**config.mk**
```make
export PLATFORM = sky130hd
export DESIGN_NAME = uart_pkt_parser_flat
export DESIGN_NICKNAME = d
export VERILOG_FILES = /design/src/rtl/uart_pkt_pkg.sv /design/src/rtl/uart_pkt_parser_if.sv /design/src/rtl/uart_pkt_timeout.sv /design/src/rtl/uart_pkt_parser.sv /design/src/flat_wrapper.sv
export SDC_FILE = /design/constraint.sdc
export NUM_CORES = 1
export LEC_CHECK = 0
export BUFFER_PORTS_ARGS = -buffer_cell sky130_fd_sc_hd__buf_4
export CAP_MARGIN = 20
export CORE_MARGIN = 5
export CORE_UTILIZATION = 40
export DETAILED_ROUTE_END_ITERATION = 12
export GPL_ROUTABILITY_DRIVEN = 0
export SLEW_MARGIN = 25
export SYNTH_ARGS = -nofsm -noshare
export SYNTH_HDL_FRONTEND = slang
export SYNTH_HIERARCHICAL = 1
export SYNTH_SLANG_ARGS = --single-unit
```
**constraint.sdc**
```tcl
create_clock -name clk -period 3.4 [get_ports clk]
set_clock_uncertainty 0.1 [all_clocks]
set_input_delay 0.17 -clock clk [delete_from_list [all_inputs] [get_ports clk]]
set_output_delay 0.17 -clock clk [all_outputs]
set_load 0.01 [all_outputs]
```
**src/rtl/uart_pkt_pkg.sv**
```systemverilog
// Shared types and constants for the UART packet framing stage.
package uart_pkt_pkg;

    localparam logic [7:0] SYNC_BYTE_DEF = 8'hA5;

    typedef enum logic [2:0] {
        IDLE    = 3'd0,
        LEN     = 3'd1,
        PAYLOAD = 3'd2,
        CSUM    = 3'd3,
        HOLD    = 3'd4
    } state_e;

    // Buffer index width; never below one bit so tiny buffers still index cleanly.
    function automatic int idx_width(input int depth);
        return (depth <= 2) ? 1 : $clog2(depth);
    endfunction

endpackage

```
**src/rtl/uart_pkt_parser_if.sv**
```systemverilog
// Byte-stream input, frame read port and status pulses of the packet parser.
interface uart_pkt_parser_if;
    logic        soft_reset;
    logic [7:0]  rx_data;
    logic        rx_valid;
    logic [7:0]  rd_addr;
    logic        frame_ack;
    logic        frame_valid;
    logic [7:0]  frame_len;
    logic [7:0]  rd_data;
    logic        err_len;
    logic        err_csum;
    logic        err_timeout;
    logic        err_overrun;
    logic [15:0] frame_count;

    modport slave (
        input  soft_reset, rx_data, rx_valid, rd_addr, frame_ack,
        output frame_valid, frame_len, rd_data,
        output err_len, err_csum, err_timeout, err_overrun, frame_count
    );

    modport master (
        output soft_reset, rx_data, rx_valid, rd_addr, frame_ack,
        input  frame_valid, frame_len, rd_data,
        input  err_len, err_csum, err_timeout, err_overrun, frame_count
    );
endinterface

```
**src/rtl/uart_pkt_timeout.sv**
```systemverilog
// Inter-byte idle counter; expired fires once TIMEOUT_CYCLES idle cycles have elapsed.
module uart_pkt_timeout #(
    parameter int TIMEOUT_CYCLES = 38400
) (
    input  logic clk,
    input  logic rst,
    input  logic clear,
    input  logic enable,
    output logic expired
);
    localparam int CNT_W = $clog2(TIMEOUT_CYCLES + 1);

    logic [CNT_W-1:0] cnt;

    // Not gated by clear: a byte landing on the expiry cycle loses to the timeout.
    assign expired = enable && (cnt == CNT_W'(TIMEOUT_CYCLES - 1));

    always_ff @(posedge clk or posedge rst) begin
        if (rst) begin
            cnt <= '0;
        end else if (clear) begin
            cnt <= '0;
        end else if (enable && !expired) begin
            cnt <= cnt + 1'b1;
        end
    end
endmodule

```
**src/rtl/uart_pkt_parser.sv**
```systemverilog
// Sync-hunting, length-prefixed frame collector behind the UART receiver.
// Define UART_PKT_CHECKSUM_EN to require and check a trailing checksum byte.
module uart_pkt_parser
    import uart_pkt_pkg::*;
#(
    parameter logic [7:0] SYNC_BYTE      = SYNC_BYTE_DEF,
    parameter int         MAX_LEN        = 16,
    parameter int         TIMEOUT_CYCLES = 38400
) (
    input logic              clk,
    input logic              rst,
    uart_pkt_parser_if.slave bus
);
    localparam int IDX_W = idx_width(MAX_LEN);

    state_e      state;
    logic        rx_valid_q;
    logic        strobe;
    logic        expired;
    logic        buf_we;
    logic [7:0]  len;
    logic [7:0]  idx;
    logic [7:0]  frame_len;
    logic [15:0] frame_count;
    logic        err_len;
    logic        err_timeout;
    logic        err_overrun;
    logic [7:0]  buf_mem [MAX_LEN];
`ifdef UART_PKT_CHECKSUM_EN
    logic [7:0]  sum;
    logic        err_csum;
`endif

    // Level-type valid from the receiver: act only on its rising edge.
    assign strobe = bus.rx_valid && !rx_valid_q;

    uart_pkt_timeout #(
        .TIMEOUT_CYCLES(TIMEOUT_CYCLES)
    ) u_timeout (
        .clk    (clk),
        .rst    (rst),
        .clear  (strobe || (state == IDLE)),
        .enable ((state == LEN) || (state == PAYLOAD) || (state == CSUM)),
        .expired(expired)
    );

    always_ff @(posedge clk or posedge rst) begin
        if (rst) begin
            state       <= IDLE;
            rx_valid_q  <= 1'b0;
            len         <= '0;
            idx         <= '0;
            frame_count <= '0;
            err_len     <= 1'b0;
            err_timeout <= 1'b0;
            err_overrun <= 1'b0;
`ifdef UART_PKT_CHECKSUM_EN
            sum         <= '0;
            err_csum    <= 1'b0;
`endif
        end else begin
            rx_valid_q  <= bus.rx_valid;
            err_len     <= 1'b0;
            err_timeout <= 1'b0;
            err_overrun <= 1'b0;
`ifdef UART_PKT_CHECKSUM_EN
            err_csum    <= 1'b0;
`endif
            if (bus.soft_reset) begin
                state <= IDLE;
            end else if (expired) begin
                state       <= IDLE;
                err_timeout <= 1'b1;
            end else begin
                case (state)
                    IDLE: if (strobe && bus.rx_data == SYNC_BYTE) state <= LEN;
                    LEN: if (strobe) begin
                        if (bus.rx_data == 8'd0 || bus.rx_data > 8'(MAX_LEN)) begin
                            err_len <= 1'b1;
                            state   <= IDLE;
                        end else begin
                            len   <= bus.rx_data;
                            idx   <= '0;
`ifdef UART_PKT_CHECKSUM_EN
                            sum   <= bus.rx_data;
`endif
                            state <= PAYLOAD;
                        end
                    end
                    PAYLOAD: if (strobe) begin
                        idx <= idx + 8'd1;
`ifdef UART_PKT_CHECKSUM_EN
                        sum <= sum + bus.rx_data;
                        if (idx == len - 8'd1) state <= CSUM;
`else
                        if (idx == len - 8'd1) begin
                            state       <= HOLD;
                            frame_count <= frame_count + 16'd1;
                        end
`endif
                    end
`ifdef UART_PKT_CHECKSUM_EN
                    CSUM: if (strobe) begin
                        if (8'(sum + bus.rx_data) == 8'd0) begin
                            state       <= HOLD;
                            frame_count <= frame_count + 16'd1;
                        end else begin
                            err_csum <= 1'b1;
                            state    <= IDLE;
                        end
                    end
`endif
                    HOLD: begin
                        // Bytes arriving while a frame is held are dropped, not re-parsed.
                        if (strobe) err_overrun <= 1'b1;
                        if (bus.frame_ack) state <= IDLE;
                    end
                    default: state <= IDLE;
                endcase
            end
        end
    end

    assign buf_we = strobe && !bus.soft_reset && !expired && (state == PAYLOAD);

    always_ff @(posedge clk) begin
        if (buf_we) buf_mem[idx[IDX_W-1:0]] <= bus.rx_data;
    end

    assign frame_len       = (state == HOLD) ? len : 8'd0;
    assign bus.frame_valid = (state == HOLD);
    assign bus.frame_len   = frame_len;
    assign bus.rd_data     = (bus.rd_addr < frame_len) ? buf_mem[bus.rd_addr[IDX_W-1:0]] : 8'h00;
    assign bus.frame_count = frame_count;
    assign bus.err_len     = err_len;
    assign bus.err_timeout = err_timeout;
    assign bus.err_overrun = err_overrun;
`ifdef UART_PKT_CHECKSUM_EN
    assign bus.err_csum    = err_csum;
`else
    assign bus.err_csum    = 1'b0;
`endif
endmodule

```
**src/flat_wrapper.sv**
```systemverilog
// flat-port wrapper written by rule: the top's interface ports become plain ports
module uart_pkt_parser_flat import uart_pkt_pkg::*;
#(
    parameter logic [7:0] SYNC_BYTE      = SYNC_BYTE_DEF,
    parameter int         MAX_LEN        = 16,
    parameter int         TIMEOUT_CYCLES = 38400
)
  (clk, rst, bus_soft_reset, bus_rx_data, bus_rx_valid, bus_rd_addr, bus_frame_ack, bus_frame_valid, bus_frame_len, bus_rd_data, bus_err_len, bus_err_csum, bus_err_timeout, bus_err_overrun, bus_frame_count);
  uart_pkt_parser_if bus_i ();
  input logic clk;
  input logic rst;
  input wire logic [$bits(bus_i.soft_reset)-1:0] bus_soft_reset;
  input wire logic [$bits(bus_i.rx_data)-1:0] bus_rx_data;
  input wire logic [$bits(bus_i.rx_valid)-1:0] bus_rx_valid;
  input wire logic [$bits(bus_i.rd_addr)-1:0] bus_rd_addr;
  input wire logic [$bits(bus_i.frame_ack)-1:0] bus_frame_ack;
  output wire logic [$bits(bus_i.frame_valid)-1:0] bus_frame_valid;
  output wire logic [$bits(bus_i.frame_len)-1:0] bus_frame_len;
  output wire logic [$bits(bus_i.rd_data)-1:0] bus_rd_data;
  output wire logic [$bits(bus_i.err_len)-1:0] bus_err_len;
  output wire logic [$bits(bus_i.err_csum)-1:0] bus_err_csum;
  output wire logic [$bits(bus_i.err_timeout)-1:0] bus_err_timeout;
  output wire logic [$bits(bus_i.err_overrun)-1:0] bus_err_overrun;
  output wire logic [$bits(bus_i.frame_count)-1:0] bus_frame_count;
  assign bus_i.soft_reset = bus_soft_reset;
  assign bus_i.rx_data = bus_rx_data;
  assign bus_i.rx_valid = bus_rx_valid;
  assign bus_i.rd_addr = bus_rd_addr;
  assign bus_i.frame_ack = bus_frame_ack;
  assign bus_frame_valid = bus_i.frame_valid;
  assign bus_frame_len = bus_i.frame_len;
  assign bus_rd_data = bus_i.rd_data;
  assign bus_err_len = bus_i.err_len;
  assign bus_err_csum = bus_i.err_csum;
  assign bus_err_timeout = bus_i.err_timeout;
  assign bus_err_overrun = bus_i.err_overrun;
  assign bus_frame_count = bus_i.frame_count;
  uart_pkt_parser #(.SYNC_BYTE(SYNC_BYTE), .MAX_LEN(MAX_LEN), .TIMEOUT_CYCLES(TIMEOUT_CYCLES)) u_core (.clk(clk), .rst(rst), .bus(bus_i));
endmodule
```
**Yosys cells after proc, flatten, opt, wreduce, memory -nomap -nowiden**

Memories as Yosys holds them, arrays and structs flattened.
Index checks and enable logic that the tools add are counted.

- Add/sub/neg operators: 4
- $lt $le $gt $ge: 2
- Equality and inequality tests: 15
- Muxes and demuxes: 30
- Bitwise gates (word level): 3
- Reduce and logical (&&, ||, !) cells: 22

Operator list:

| kind | number |
|---|---|
| $mux W8 | 5 |
| $add A16 B1 Y16 const B | 2 |
| $mux W16 | 2 |
| $mux W3 | 7 |
| $eq A16 B16 Y1 const B | 1 |
| $pmux W8 S2 | 1 |
| $reduce_and A5 Y1 | 3 |
| $mux W1 | 13 |
| $ne A4 B3 Y1 const B | 3 |
| $pmux W3 S4 | 1 |
| $add A8 B1 Y8 const B | 1 |
| $eq A8 B8 Y1 | 1 |
| $eq A8 B8 Y1 const B | 1 |
| $gt A8 B5 Y1 const B | 1 |
| $logic_not A8 Y1 | 1 |
| $lt A8 B8 Y1 | 1 |
| $ne A4 B2 Y1 const B | 2 |
| $sub A8 B1 Y8 const B | 1 |
| $logic_and A1 B1 Y1 | 7 |
| $eq A3 B2 Y1 const B | 2 |
| $reduce_and A6 Y1 | 1 |
| $logic_or A1 B1 Y1 | 4 |
| $ne A2 B1 Y1 const B | 2 |
| $reduce_bool A2 Y1 | 2 |
| other kinds (7) | 11 |

- Register bits: 55
- Memory bits (writable): 128
- Input port bits: 21
- Output and inout port bits: 37
- Logic and storage cells: 86
- Memories kept: 1

Memory list:

| name | words | bits a word | read ports | clocked after memory_dff | write ports | line | RTL |
|---|---|---|---|---|---|---|---|
| u_core.buf_mem | 16 | 8 | 1 | 0 | 1 | uart_pkt_parser.sv:28 | `logic [7:0] buf_mem [MAX_LEN];` |

**Longest topological paths before layout**

- Depth in word-level cells: 9
- Mapped depth: 14
- Gate-level depth less buffers: 11

**Cells and area by module**

Netlist, hierarchy kept.

Modules (own cells, without submodules):

| module | instances | cells an instance | area each (µm²) | sequential area each (µm²) |
|---|---|---|---|---|
| uart_pkt_parser | 1 | 438 | 7,403.4 | 4,819.6 |
| uart_pkt_timeout | 1 | 95 | 912.1 | 400.4 |

**Worst setup path before layout**

OpenSTA, ideal clock, no wires.

- Path kind: register to register
- From: register u_core.state[0]
- To: register u_core.idx[6]
- Setup time: 0.131 ns
- Arrival time: 2.885 ns
- Data required time: 3.169 ns
- Setup slack: 0.284 ns
- Cell stages (with the launch flop): 15
- Buffers on the path: 3
- Period minus slack after synthesis: 3.116 ns
- Cell sequence: dfrtp_1 > clkbuf_1 > nor2_1 > nor2_1 > and3_1 > clkbuf_1 > nand3_1 > nor3_1 > nor4b_4 > nand3_1 > clkbuf_1 > nor2_1 > nand3_1 > xor2_1 > nor2_1

- Word-level cells in the longest chain between the ends: 6
- Elaborated cells between the ends (all ways): 13
- Those cells by class: eq/ne (6); mux (1); bitwise (1); reduce/logical (5)

RTL lines:

| element | line | RTL |
|---|---|---|
| start: declaration | uart_pkt_parser.sv:16 | `state_e state;` |
| start signal: assignment | uart_pkt_parser.sv:49 | `state <= IDLE;` |
| start signal: assignment | uart_pkt_parser.sv:70 | `state <= IDLE;` |
| start signal: assignment | uart_pkt_parser.sv:72 | `state <= IDLE;` |
| $eq A3 B1 Y1 or $eq A3 B2 Y1 (tied branches) | uart_pkt_parser.sv:43 | `.enable ((state == LEN) \|\| (state == PAYLOAD) \|\| (state == CSUM)),` |
| $logic_or A1 B1 Y1 | uart_pkt_parser.sv:43 |  |
| $logic_or A1 B1 Y1 * | uart_pkt_parser.sv:43 |  |
| $logic_and A1 B1 Y1 * | uart_pkt_timeout.sv:16 | `assign expired = enable && (cnt == CNT_W'(TIMEOUT_CYCLES - 1));` |
| via u_core.expired | uart_pkt_parser.sv:19 | `logic expired;` |
| $not A1 Y1 (no line) * | -- |  |
| $reduce_and A6 Y1 (no line) * | -- |  |
| end signal: assignment | uart_pkt_parser.sv:91 | `idx <= idx + 8'd1;` |
| end: declaration | uart_pkt_parser.sv:22 | `logic [7:0] idx;` |

Mark *: on every way through the listed nets, which the timed path passes. The rest lies on a longest branch.
A chain may end at the register's enable or synchronous reset.

**Final worst setup path**

- From: register u_core.state[1]
- To: output bus_rd_data[4]

- Word-level cells in the longest chain between the ends: 4

RTL lines:

| element | line | RTL |
|---|---|---|
| $eq A3 B3 Y1 | uart_pkt_parser.sv:130 | `assign frame_len = (state == HOLD) ? len : 8'd0;` |
| $mux W8 | uart_pkt_parser.sv:130 |  |
| $lt A8 B8 Y1 | uart_pkt_parser.sv:133 | `assign bus.rd_data = (bus.rd_addr < frame_len) ? buf_mem[bus.rd_addr[IDX_W-1:0]] : 8'h00;` |
| $mux W8 | uart_pkt_parser.sv:133 |  |
| end: declaration | flat_wrapper.sv:19 | `output wire logic [$bits(bus_i.rd_data)-1:0] bus_rd_data;` |

Every way passes these cells.

==> qor.yml <==
cells_and_area:
  multi_input_area_um2: 2930
  drive_gt1_frac: 0.287
  diodes: 0
  fillers: 1754
  final_nets: 637
  regArea_um2: 5220
  area_growth_pct: 16.6
synthesis:
  synth_edf_count: 128
  muxShareOfSynthArea: 0.123
  synth-compound-area-share: 0.0348
  synthSimpleGateAreaFrac: 0.138
  yosysTopAreaCell: "edfxtp_1"
  synth_xor_area_frac: 0.0337
  synth.area.top_cells: "edfxtp_1, dfrtp_1, mux4_2"
  synth_top_family_by_area: "simple AND/OR/NAND/NOR gates"
  ys_ff_latch: 183
  ys_seq_area_frac: 0.628
  ys.flop_type: "edfxtp_1"
  ys_types: 61
  synth_top_area_frac: 0.462
  synthAdderAreaFrac: 0.0211
  yosys_warnings: 6
  postSynthAreaPerCell_um2: 15.6
  syn_nets: 568
  netlist_instances: 533
  ys_async_sr_fraction: 0.301
  netlist_area_um2: 8320
die:
  initial_utilization: 0.408
  design.die.area_um2: 23800
  die_x_um: 154
  pin_count: 58
  core_area_um2: 20400
  rows: 52
  dieHeight_um: 154
timing:
  finalWorstSetupSlack_ns: 0.225
  fin_tns_setup_ns: 0
  relSlewSlack: 0.552
  setup_viol: 0
  period_needed_ns: 3.17
  holdWs_ns: 0.0305
  fmax_mhz: 315
  grt_setup_unrepaired: "false"
  tightest_slew_ns: 0.666
  fin_crit_sh: 0.934
  hold_viol: 0
  maxSlewViolCount: 0
detailed_routing:
  wl_per_cell_um: 20.4
  firstDrtPassIters: 4
  ant_nets: 0
  num_vias: 4758
  drt_iter0_drc: 269
  vias_per_cell: 5.38
  drc: 0
  routed_wl_um: 18000
clocking:
  root_buffer: "clkbuf_16"
  tritoncts: "yes"
  cts.sinks: 183
  cts_max_level: 4
  cts_made_buffers: 17
  clk_pin_slew_ns: 0.07
  clk_latency_ns: 0.42
  clockBufferDepth: 2
global_routing:
  grt_overflow_total: 0
  antenna_found_initial: 0
  grt_max_degree: 40
  grt_pass1_wl_um: 28500
  grt_pass1_vias: 4908
  track_usage: 0.157
status:
  status: "complete, no violations"
critical_path:
  arrival_ns: 2.90
  start_kind: "flip-flop"
  critPathMaxFanout: 8
  cp-end-kind: "output pin"
  critPathRequiredTime_ns: 3.13
  crit_type: "flip-flop to output pin"
placed_design:
  portBuffers: 56
  dp_slack_ns: 0.261
  hpwl_um: 12300
power_and_ir_drop:
  power_w: 0.00448
  ir_worst_vdd_mv: 0.335
  power_leakage_nw: 3.72
  p_per_area_nw_per_um2: 462
hold_path:
  hp-class: "input pin to flip-flop"
flow_run:
  maxCapViolations: 0
kinds of logic (layout without fill, tap and decap cells):
logic type,count (synthesis),in the layout
AOI/OAI and AO/OA,38,38
DFF,183,183
muxes,51,51
adders and majority gates,14,14
xor gates and xnor gates,32,32
and+or+nand+nor,172,172
buffers and inverters,42,123
other,1,1
metrics by stage:
step | instance area, um2 | util | std cells
floorplan | 8320 | - | 533
global placement | 9060 | 0.445 | 846
detailed placement | 9060 | 0.445 | 846
CTS | 9680 | 0.475 | 882
global route | 9700 | 0.476 | 884
finish | 9700 | 0.476 | 884
final cells by class:
cell class | count | share of cell area
Clock buffer | 17 | 0.0439
Clock inverter | 14 | 0.0143
Inverter | 15 | 0.00581
Multi-Input combinational cell | 308 | 0.302
Sequential cell | 183 | 0.538
Tap cell | 270 | 0.0348
Timing Repair Buffer | 77 | 0.0609
cells in the final DEF (no fill, tap or decap), types with 6 or more instances in the layout:
cell / count
a21oi_1: 12
and2_1: 26
and3_1: 9
buf_4: 72
clkbuf_16: 17
dfrtp_1: 55
edfxtp_1: 128
ha_1: 14
inv_1: 15
mux4_2: 40
nand2_1: 21
nand3_1: 15
nand4_1: 11
nor2_1: 24
nor3_1: 8
nor4_2: 6
xnor2_1: 7
xor2_1: 25
per-layer routing:
metal / wire length, um / up-vias / global-route usage / part of all wire
met2: 9170 / 111 / 0.260 / 0.51
met1: 7840 / 2454 / 0.212 / 0.43
met4: 155 / 0 / 0.0353 / 0.0086
met5: 0 / - / 0 / 0
met3: 861 / 11 / 0.0369 / 0.048
li1: - / 2182 / - / -
cell usage after synthesis, types with 5 or more instances:
cell type and count:
dfrtp_1 55, edfxtp_1 128, nor4b_1 5, buf_2 6, clkbuf_1 15, and2_1 29
and3_1 9, nor2b_1 5, mux2_2 5, xor2_1 25, nor3_1 8, nand2_1 21
inv_1 15, or3_1 5, a21oi_1 12, nand4_1 11, o21ai_0 5, nor2_1 24
ha_1 14, xnor2_1 7, nor4_2 6, mux4_2 40, nand3_1 15
state kept, by name (all words and copies together) (netlist names):
register,cells
u_core/buf_mem,128
u_core/bus.err_len,1
u_core/bus.err_overrun,1
u_core/bus.err_timeout,1
u_core/bus.frame_count,16
u_core/idx,8
u_core/len,8
u_core/rx_valid_q,1
u_core/state,3
u_core/u_timeout/cnt,16
what timing repair did:
item,in CTS,in global routing
hold buffers,5,0
setup endpoints to repair,0,28
setup buffers,0,2
hold endpoints to repair,63,0
gates resized for setup,0,3
where the power goes:
part	total (W)	switching, W	internal [W]
combinational	0.000195	0.000107	0.0000872
sequential	0.00239	0.000000691	0.00239
clock	0.00189	0.000866	0.00103
critical path, stage by stage, from the launching register on:
cell and delay, ns:
dfrtp_1 0.37, buf_4 0.16, nor3b_1 0.22, buf_4 0.20
buf_4 0.14, nand2_1 0.08, ha_1 0.29, a21o_1 0.15
a21o_1 0.17, a31oi_1 0.22, buf_4 0.20, and2_1 0.15
buf_4 0.12
worst paths after layout:
check,slack [ns],from,depth (start not counted),end
max in group asynchronous,2.52,rst,4,u_core/bus.frame_count[7]
worst max-delay path,0.23,u_core/state[1],12,bus_rd_data[4]
worst min register to register,0.37,u_core/bus.frame_count[15],1,u_core/bus.frame_count[15]
worst min-delay path,0.03,bus_rx_data[5],1,u_core/buf_mem[2][5]
min in group asynchronous,0.27,rst,3,u_core/u_timeout/cnt[4]
worst max register to register,0.24,u_core/u_timeout/cnt[0],9,u_core/buf_mem[9][2]
No activity file was read; power rests on OpenSTA's default activity.
